--- src/rtl/serial_pkg.sv ---
// Shared definitions for the serial receiver: FSM state encoding, default geometry,
// and the counter-width helper used by the top level.
package serial_pkg;

  localparam int STATE_W = 3;

  localparam logic [STATE_W-1:0] S_HUNT  = 3'd0;
  localparam logic [STATE_W-1:0] S_IDLE  = 3'd1;
  localparam logic [STATE_W-1:0] S_START = 3'd2;
  localparam logic [STATE_W-1:0] S_DATA  = 3'd3;
  localparam logic [STATE_W-1:0] S_PAR   = 3'd4;
  localparam logic [STATE_W-1:0] S_STOP  = 3'd5;

  typedef enum logic [STATE_W-1:0] {
    HUNT  = S_HUNT,
    IDLE  = S_IDLE,
    START = S_START,
    DATA  = S_DATA,
    PAR   = S_PAR,
    STOP  = S_STOP
  } state_e;

  localparam int DEF_WIDTH = 8;
  localparam int DEF_DIV   = 4;

  // The bit counter is also used to flush the synchroniser after reset, so it
  // must be able to count to 2 even for the smallest DIV.
  function automatic int cnt_width(input int div);
    return (div > 4) ? $clog2(div) : 2;
  endfunction

endpackage

--- src/rtl/bit_sync.sv ---
// Two-stage rising-edge synchroniser for the serial input; both stages reset to
// the idle line level (1).
module bit_sync (
  input  logic CK,
  input  logic RST_N,
  input  logic D,
  output logic Q
);

  logic meta_q;
  logic sync_q;

  always_ff @(posedge CK or negedge RST_N) begin
    if (!RST_N) begin
      meta_q <= 1'b1;
      sync_q <= 1'b1;
    end else begin
      meta_q <= D;
      sync_q <= meta_q;
    end
  end

  assign Q = sync_q;

endmodule

--- src/rtl/serial_rx.sv ---
// Async-framed serial receiver: synchroniser, mid-bit sampling FSM, shift register
// and a one-word valid/ready holding register. Optional parity via SERIAL_RX_PARITY_EN.
module serial_rx
  import serial_pkg::*;
#(
  parameter int WIDTH = DEF_WIDTH,
  parameter int DIV   = DEF_DIV
) (
  input  logic             CK,
  input  logic             RST_N,
  input  logic             SIN,
  output logic [WIDTH-1:0] DOUT,
  output logic             DVALID,
  input  logic             DREADY,
  output logic             FERR,
  output logic             OVR,
  output logic             PERR
);

  localparam int CNT_W = cnt_width(DIV);
  localparam int IDX_W = (WIDTH > 1) ? $clog2(WIDTH) : 1;

  localparam logic [CNT_W-1:0] CNT_HALF   = CNT_W'(DIV / 2 - 1);
  localparam logic [CNT_W-1:0] CNT_FULL   = CNT_W'(DIV - 1);
  localparam logic [CNT_W-1:0] CNT_PRIMED = CNT_W'(2);
  localparam logic [IDX_W-1:0] IDX_LAST   = IDX_W'(WIDTH - 1);

  logic             s;
  state_e           state_q;
  logic [CNT_W-1:0] cnt_q;
  logic [IDX_W-1:0] idx_q;
  logic [WIDTH-1:0] shift_q;
  logic [WIDTH-1:0] dout_q;
  logic             dvalid_q;
  logic             ferr_q;
  logic             ovr_q;
  logic             perr_q;
  logic             par_bad;
  logic             tick_full;

  bit_sync u_sync (
    .CK    (CK),
    .RST_N (RST_N),
    .D     (SIN),
    .Q     (s)
  );

  assign tick_full = (cnt_q == CNT_FULL);

`ifdef SERIAL_RX_PARITY_EN
  logic par_q;
  assign par_bad = par_q;
`else
  assign par_bad = 1'b0;
`endif

  always_ff @(posedge CK or negedge RST_N) begin
    if (!RST_N) begin
      state_q  <= HUNT;
      cnt_q    <= '0;
      idx_q    <= '0;
      shift_q  <= '0;
      dout_q   <= '0;
      dvalid_q <= 1'b0;
      ferr_q   <= 1'b0;
      ovr_q    <= 1'b0;
      perr_q   <= 1'b0;
`ifdef SERIAL_RX_PARITY_EN
      par_q    <= 1'b0;
`endif
    end else begin
      ferr_q <= 1'b0;
      ovr_q  <= 1'b0;
      perr_q <= 1'b0;
      if (dvalid_q && DREADY) begin
        dvalid_q <= 1'b0;
      end

      case (state_q)
        // Wait until the synchroniser holds post-reset samples, then for a real idle level.
        HUNT: begin
          if (cnt_q != CNT_PRIMED) begin
            cnt_q <= cnt_q + 1'b1;
          end else if (s) begin
            state_q <= IDLE;
            cnt_q   <= '0;
          end
        end

        IDLE: begin
          if (!s) begin
            state_q <= START;
            cnt_q   <= '0;
          end
        end

        START: begin
          if (cnt_q == CNT_HALF) begin
            cnt_q <= '0;
            if (s) begin
              state_q <= IDLE;
            end else begin
              state_q <= DATA;
              idx_q   <= '0;
`ifdef SERIAL_RX_PARITY_EN
              par_q   <= 1'b0;
`endif
            end
          end else begin
            cnt_q <= cnt_q + 1'b1;
          end
        end

        DATA: begin
          if (tick_full) begin
            cnt_q   <= '0;
            shift_q <= (shift_q >> 1) | (WIDTH'(s) << (WIDTH - 1));
            idx_q   <= idx_q + 1'b1;
`ifdef SERIAL_RX_PARITY_EN
            par_q   <= par_q ^ s;
`endif
            if (idx_q == IDX_LAST) begin
`ifdef SERIAL_RX_PARITY_EN
              state_q <= PAR;
`else
              state_q <= STOP;
`endif
            end
          end else begin
            cnt_q <= cnt_q + 1'b1;
          end
        end

`ifdef SERIAL_RX_PARITY_EN
        PAR: begin
          if (tick_full) begin
            cnt_q   <= '0;
            par_q   <= par_q ^ s;
            state_q <= STOP;
          end else begin
            cnt_q <= cnt_q + 1'b1;
          end
        end
`endif

        // A framing error outranks parity; only a clean frame reaches the holding register.
        STOP: begin
          if (tick_full) begin
            cnt_q <= '0;
            if (!s) begin
              ferr_q  <= 1'b1;
              state_q <= HUNT;
            end else begin
              state_q <= IDLE;
              if (par_bad) begin
                perr_q <= 1'b1;
              end else if (dvalid_q && !DREADY) begin
                ovr_q <= 1'b1;
              end else begin
                dout_q   <= shift_q;
                dvalid_q <= 1'b1;
              end
            end
          end else begin
            cnt_q <= cnt_q + 1'b1;
          end
        end

        default: begin
          state_q <= HUNT;
          cnt_q   <= '0;
        end
      endcase
    end
  end

  assign DOUT   = dout_q;
  assign DVALID = dvalid_q;
  assign FERR   = ferr_q;
  assign OVR    = ovr_q;
  assign PERR   = perr_q;

endmodule

--- config.mk ---
export PLATFORM = sky130hd
export DESIGN_NAME = serial_rx
export DESIGN_NICKNAME = d
export VERILOG_FILES = /design/src/rtl/serial_pkg.sv /design/src/rtl/bit_sync.sv /design/src/rtl/serial_rx.sv
export SDC_FILE = /design/constraint.sdc
export NUM_CORES = 1
export LEC_CHECK = 0
export BUFFER_PORTS_ARGS = -buffer_cell sky130_fd_sc_hd__buf_2
export CAP_MARGIN = 10
export CORE_MARGIN = 1.5
export CORE_UTILIZATION = 56
export CTS_BUF_LIST = sky130_fd_sc_hd__clkbuf_8 sky130_fd_sc_hd__clkbuf_16
export CTS_CLUSTER_SIZE = 25
export DETAILED_ROUTE_END_ITERATION = 10
export PLACE_DENSITY = 0.84
export SLEW_MARGIN = 15
export SYNTH_ARGS = -nofsm -noshare
export SYNTH_HDL_FRONTEND = slang
export SYNTH_SLANG_ARGS = --single-unit
--- constraint.sdc ---
create_clock -name CK -period 2 [get_ports CK]
set_input_delay 0 -clock CK [delete_from_list [all_inputs] [get_ports CK]]
set_output_delay 0 -clock CK [all_outputs]
set_load 0.02 [all_outputs]
; ---- Word level (Yosys, flattened, before mapping)
; Cells that the tools add are included.
[op_classes]
n_addsub = 2
eq_ne = 17
muxes = 32
bitwise_logic = 2
reduce_logical = 11
[ops]
columns = op, n
row1 = 2-to-1 mux 3 bit, 10
row2 = inequality test 2 bit (second input constant), 8
row3 = one-hot mux 3 bit (5 select lines), 1
row4 = 2-to-1 mux 1 bit, 13
row5 = 2-to-1 mux 2 bit, 6
row6 = bitwise OR 7 x 8 -> 8 bit, 1
row7 = one-hot mux 2 bit (4 select lines), 1
row8 = AND reduction 4 bit, 2
row9 = AND reduction 7 bit, 1
row10 = == test 3 x 2 -> 1 bit (second input constant), 2
row11 = == test 3 bit (second input constant), 2
row12 = one-hot mux 3 bit (2 select lines), 1
row13 = AND reduction 2 bit, 2
row14 = adder 3 x 1 -> 3 bit (second input constant), 1
row15 = == test 3 x 1 -> 1 bit (second input constant), 1
row16 = zero test 3 bit, 1
row17 = inequality test 3 x 2 -> 1 bit (second input constant), 1
row18 = adder 2 x 1 -> 2 bit (second input constant), 1
row19 = == test 2 x 1 -> 1 bit (second input constant), 1
row20 = == test 2 bit (second input constant), 1
row21 = logical AND 1 bit, 2
row22 = inequality test 2 x 1 -> 1 bit (second input constant), 1
row23 = nonzero test 2 bit, 1
row24 = OR reduction 2 bit, 1
row25 = 2 further kinds, 2
[word_totals]
ff_bits = 29
in_bits = 4
out_inout_bits = 12

; ---- Depth between registers and ports, before layout
[logic_depth]
depth_word = 6
ltp_mapped = 6

; ---- Hierarchy
; Synthesis repeated with hierarchy kept, for this count alone.
[unflattened]
cells_unflattened = 128
area_unflattened_um2 = 1447.6
[modules_own_cells]
columns = module, n_inst, cells_per_inst, area_per_inst_um2, seq_area_each_um2
row1 = serial_rx, 1, 126, 1395.1, 675.6
row2 = bit_sync, 1, 2, 52.6, 52.6

; ---- Worst setup path after synthesis
; No wires, ideal clock.
[synth_timing]
path_type = register to register
start = register cnt_q[0]
end = register dout_q[0] (netlist: DOUT[0])
arrival_time_ps = 1396
t_required_ps = 1875
setup_slack_ps = 480
path_stages_with_launch = 5
n_path_buf = 0
synth_period_minus_slack_ps = 1520
cell_sequence = dfrtp_1 > ha_1 > and2_2 > nand4_4 > mux2_2
[synth_via]
elab_chain_len = 2
[synth_rtl]
columns = item, line_no
row1 = "start, declared", serial_rx.sv:30  ; logic [CNT_W-1:0] cnt_q;
row2 = "start signal, assigned", serial_rx.sv:83  ; cnt_q <= cnt_q + 1'b1;
row3 = "start signal, assigned", serial_rx.sv:110  ; cnt_q <= cnt_q + 1'b1;
row4 = "start signal, assigned", serial_rx.sv:130  ; cnt_q <= cnt_q + 1'b1;
row5 = == test 2 bit, serial_rx.sv:48  ; assign tick_full = (cnt_q == CNT_FULL);
row6 = AND reduction 4 bit (no line), -
row7 = "end signal, assigned", serial_rx.sv:160  ; dout_q <= shift_q;
row8 = "end, declared", serial_rx.sv:33  ; logic [WIDTH-1:0] dout_q;
; Every way passes these cells.
; A chain may end at the register's enable or synchronous reset.

; ---- Worst setup path after layout
[layout_timing]
start = register cnt_q[0]
end = register idx_q[2]
[layout_via]
elab_chain_len = 3
[layout_rtl]
columns = item, line_no
row1 = == test 2 x 1 -> 1 bit / == test 2 bit (equally long branches), "serial_rx.sv:98, serial_rx.sv:48"
row2 = inequality test 2 bit (no line), -
row3 = AND reduction 4 bit (no line) *, -
row4 = "end signal, assigned", serial_rx.sv:118  ; idx_q <= idx_q + 1'b1;
row5 = "end, declared", serial_rx.sv:31  ; logic [IDX_W-1:0] idx_q;
; Mark *: on every way between the ends. The rest lies on a longest branch, timed or not.

==> run_summary.xml <==
<?xml version="1.0" encoding="UTF-8"?>
<metrics>
  <group name="floorplanning">
    <metric name="start_util" unit="%">60.9</metric>
    <metric name="die_w" unit="µm">52.7</metric>
    <metric name="rows" unit="">17</metric>
    <metric name="num_io_pins" unit="">16</metric>
    <metric name="core_area" unit="mm²">0.00228</metric>
    <metric name="dieArea" unit="mm²">0.00278</metric>
    <metric name="die-height" unit="µm">52.7</metric>
  </group>
  <group name="layout">
    <metric name="post_route_cells_drive_above_1_share" unit="%">35.0</metric>
    <metric name="multi_input_area" unit="µm²">612</metric>
    <metric name="final_layout_fill_cell_count" unit="">180</metric>
    <metric name="antennaDiodeCount" unit="">0</metric>
    <metric name="sequential_cell_area" unit="µm²">728</metric>
    <metric name="areaGrowthSynthToFinish" unit="%">13.6</metric>
    <metric name="nNetsFinal" unit="">146</metric>
  </group>
  <group name="global_routing">
    <metric name="grt_usage" unit="%">22.8</metric>
    <metric name="grt_first_pass_wirelength" unit="µm">4370</metric>
    <metric name="grt_pass1_vias" unit="">917</metric>
    <metric name="grt_max_degree" unit="">30</metric>
    <metric name="globalRoute.totalOverflow" unit="">0</metric>
    <metric name="grt_antenna_before_repair" unit="">0</metric>
  </group>
  <group name="clock_tree">
    <metric name="cts-buffers-inserted" unit="">5</metric>
    <metric name="tritoncts" unit="">yes</metric>
    <metric name="post_cts_resize_count" unit="">0</metric>
    <metric name="clk_path_buf_depth" unit="">2</metric>
    <metric name="clock_insertion_delay_worst_skew" unit="ps">280</metric>
    <metric name="clockRootBuffer" unit="">sky130_fd_sc_hd__clkbuf_8</metric>
    <metric name="path_clk_slew" unit="ps">60</metric>
    <metric name="htree_levels" unit="">2</metric>
    <metric name="clkSinkCount" unit="">29</metric>
  </group>
  <group name="sta">
    <metric name="setup_violators_final" unit="">0</metric>
    <metric name="timing.final.crit_share" unit="%">85.2</metric>
    <metric name="fin_hold_ws" unit="ps">79.0</metric>
    <metric name="slew_violations" unit="">0</metric>
    <metric name="worst_slew_pin_slew" unit="ps">631</metric>
    <metric name="period_minus_slack" unit="ps">1700</metric>
    <metric name="clock_skew" unit="ps">4.83</metric>
    <metric name="rsz_0062_raised_after_global_routing" unit="">no</metric>
    <metric name="slew_headroom" unit="%">58.0</metric>
    <metric name="hold_violations" unit="">0</metric>
    <metric name="achievable-frequency" unit="MHz">587</metric>
    <metric name="fin_tns_setup" unit="ps">0</metric>
  </group>
  <group name="placed_design">
    <metric name="io_buffers" unit="">14</metric>
    <metric name="place_hpwl" unit="µm">1790</metric>
    <metric name="gp_congestion" unit="">0.892</metric>
  </group>
  <group name="synth">
    <metric name="yosys_warnings" unit="">0</metric>
    <metric name="syn-num-nets" unit="">127</metric>
    <metric name="netlist_area" unit="mm²">0.00139</metric>
    <metric name="postSynthAreaPerCell" unit="µm²">11.8</metric>
    <metric name="synth_sequential_area_ratio" unit="%">52.6</metric>
    <metric name="post_synth_num_cell_types" unit="">33</metric>
    <metric name="ys_seq_elements" unit="">29</metric>
    <metric name="post_synth_inst_count" unit="">117</metric>
  </group>
  <group name="pwr">
    <metric name="power_density" unit="mW/mm²">1210</metric>
    <metric name="total_switching_power" unit="mW">0.646</metric>
    <metric name="power.clock.fraction" unit="%">24.6</metric>
    <metric name="switching_share_of_power" unit="%">34.0</metric>
    <metric name="share_comb_of_total_power" unit="%">30.4</metric>
    <metric name="seq_power_share" unit="%">45.0</metric>
    <metric name="internal_power" unit="mW">1.25</metric>
    <metric name="p_leak" unit="nW">0.778</metric>
    <metric name="maximum_vdd_drop" unit="mV">0.850</metric>
  </group>
  <group name="worst_setup_path">
    <metric name="critical_path_arrival" unit="ps">1850</metric>
    <metric name="path_common_cell" unit="">sky130_fd_sc_hd__o21ai_0</metric>
    <metric name="path_delay_family" unit="">compound AO/OA/AOI/OAI gates</metric>
    <metric name="critPathCaptureType" unit="">flop</metric>
    <metric name="r2r_slack" unit="ps">300</metric>
    <metric name="r2r.worst_path.cells" unit="">4</metric>
    <metric name="cp-start-kind" unit="">flop</metric>
    <metric name="cp_slowest_cell" unit="">sky130_fd_sc_hd__dfrtp_1</metric>
    <metric name="path_max_fanout" unit="">7</metric>
    <metric name="cp_cell_sequence" unit="">ha_1 -&gt; and2_2 -&gt; o21ai_0 -&gt; o21ai_0</metric>
    <metric name="r2r-end" unit="">idx_q[2]</metric>
    <metric name="worstPathBufferInverterCount" unit="">0</metric>
    <metric name="worst_setup_path_class" unit="">flop to flop</metric>
    <metric name="critical_path.reg2reg.startpoint" unit="">cnt_q[0]</metric>
    <metric name="worstPathRequired" unit="ps">2150</metric>
    <metric name="worst_path_largest_cell_delay" unit="ps">450</metric>
  </group>
  <group name="routing">
    <metric name="avgRoutedWirePerCell" unit="µm">15.9</metric>
    <metric name="route.antenna.remaining_nets" unit="">0</metric>
    <metric name="dr_total_vias" unit="">983</metric>
    <metric name="detail_route.vias_per_cell" unit="">5.96</metric>
    <metric name="number_of_drc_violations_after_detailed_routing" unit="">0</metric>
    <metric name="drt_iter0_drc" unit="">23</metric>
    <metric name="drt-pass1-iter-count" unit="">4</metric>
    <metric name="drt_wl_total" unit="µm">2630</metric>
  </group>
  <group name="outcome">
    <metric name="outcome" unit="">complete, no violations</metric>
  </group>
  <group name="worst_hold_path">
    <metric name="cell_depth_of_the_worst_min_delay_path" unit="">3</metric>
    <metric name="worst_hold_endpoint" unit="">OVR</metric>
    <metric name="startpoint_of_the_tightest_hold_check_path" unit="">DREADY</metric>
    <metric name="min_path_type" unit="">primary input to flop</metric>
  </group>
  <group name="flow_run">
    <metric name="cap_viol_max_count" unit="">0</metric>
  </group>
</metrics>
[layout make-up]
| type | count | share of cell area (%) |
|---|---|---|
| clock buffer | 5 | 4.37 |
| clock inverter | 3 | 1.11 |
| inverter | 4 | 0.954 |
| multi-input combinational | 79 | 38.9 |
| sequential | 29 | 46.3 |
| tap | 28 | 2.23 |
| timing repair buffer | 17 | 6.20 |
[state kept, by name, summed over array words and instances (netlist names)]
name,cells
DOUT,8
DVALID,1
FERR,1
OVR,1
cnt_q,2
idx_q,3
shift_q,8
state_q,3
u_sync.Q,1
u_sync.meta_q,1
[power groups by stage]
stage          sequential [mW]  combinational (mW)  clock (mW)
2_1_floorplan            0.811               0.469           0
3_3_place_gp             0.850               0.531           0
3_5_place_dp             0.863               0.566           0
6_report                 0.853               0.577       0.467
5_1_grt                  0.876               0.647       0.509
4_1_cts                  0.854               0.580       0.481
[tightest hold or removal path, stage by stage]
cell,delay (ps)
sky130_fd_sc_hd__buf_2,70
sky130_fd_sc_hd__nand2b_1,180
sky130_fd_sc_hd__nor2_1,70
[worst max-delay path by stage]
stage          startpoint       end  cells past startpoint
5_1_grt          cnt_q[0]  idx_q[0]                      5
3_3_place_gp     cnt_q[0]  idx_q[1]                      4
3_5_place_dp     cnt_q[0]  idx_q[2]                      4
6_report         cnt_q[0]  idx_q[2]                      4
2_1_floorplan    cnt_q[0]   DOUT[0]                      4
4_1_cts          cnt_q[0]  idx_q[2]                      4
[what timing repair did]
action	4_1_cts	5_1_grt
setup buffers	0	0
hold buffers	2	0
hold endpoints to repair	28	0
[kinds of logic after synthesis]
family / after synthesis / share of synthesized area (%)
compound gates: 24 / 11.3
fa+ha+maj: 6 / 5.42
buf+inv: 9 / 3.25
flops: 29 / 52.6
mux: 17 / 13.8
other cells: 1 / 0.271
simple gates: 31 / 13.4
[cells in the mapped netlist]
cell type,number,area (µm²)
sky130_fd_sc_hd__nand2_1,8,30.0
sky130_fd_sc_hd__nor3_4,1,16.3
sky130_fd_sc_hd__o21a_1,1,7.51
sky130_fd_sc_hd__nor3b_1,1,7.51
sky130_fd_sc_hd__o221ai_1,1,8.76
sky130_fd_sc_hd__o31ai_1,1,7.51
sky130_fd_sc_hd__conb_1,1,3.75
sky130_fd_sc_hd__a21oi_1,5,25.0
sky130_fd_sc_hd__buf_2,3,15.0
sky130_fd_sc_hd__dfstp_2,2,52.6
sky130_fd_sc_hd__nand2b_1,6,37.5
sky130_fd_sc_hd__nor2b_1,1,6.26
sky130_fd_sc_hd__nand3_1,2,10.0
sky130_fd_sc_hd__dfrtp_1,27,676
sky130_fd_sc_hd__o22ai_1,1,6.26
sky130_fd_sc_hd__nor3_1,2,10.0
sky130_fd_sc_hd__inv_2,2,7.51
sky130_fd_sc_hd__o21ai_0,6,30.0
sky130_fd_sc_hd__o211ai_1,2,15.0
sky130_fd_sc_hd__nand4_4,1,21.3
sky130_fd_sc_hd__mux2_2,16,180
sky130_fd_sc_hd__and2_2,1,7.51
sky130_fd_sc_hd__nor2_1,6,22.5
sky130_fd_sc_hd__o32ai_1,1,8.76
sky130_fd_sc_hd__buf_4,2,15.0
sky130_fd_sc_hd__and2b_4,1,10.0
sky130_fd_sc_hd__nand2_2,1,6.26
sky130_fd_sc_hd__a31oi_1,2,12.5
sky130_fd_sc_hd__mux2_1,1,11.3
sky130_fd_sc_hd__o2bb2ai_1,2,17.5
sky130_fd_sc_hd__ha_1,6,75.1
sky130_fd_sc_hd__inv_1,2,7.51
sky130_fd_sc_hd__a22o_1,2,17.5
[per-stage QoR]
stage               util [%]  power, mW  area, µm²  std cells  setup WS, ps
floorplan                  -       1.28       1390        117           480
global placement        64.5       1.38       1470        155           419
detailed placement      64.5       1.43       1470        155           330
CTS                     69.2       1.92       1570        165           308
global route            69.2       2.03       1570        165           128
finish                  69.2       1.90       1570        165           297
[layer usage]
| layer | up-vias | share of wire, % | global-route usage [%] |
|---|---|---|---|
| met5 | - | 0 | 0 |
| met4 | 0 | 2.2 | 9.40 |
| met3 | 7 | 4.7 | 9.43 |
| met2 | 28 | 50 | 35.8 |
| met1 | 497 | 43 | 27.4 |
| li1 | 451 | - | - |
[layout by cell type (no fill, tap or decap), drive strengths merged, types with 2 or more instances in the layout]
cell          n
clkbuf        5
dfstp         2
o211ai        2
a31oi         2
mux2         17
ha            6
nand2         9
a21oi         5
dfrtp        27
nor3          3
o21ai         6
buf          15
nand3         2
nand2b        6
a22o          2
o2bb2ai       2
nor2          6
dlygate4sd3   2
clkinv        2
inv           4
Note: power is estimated with default switching activity, not from simulation.
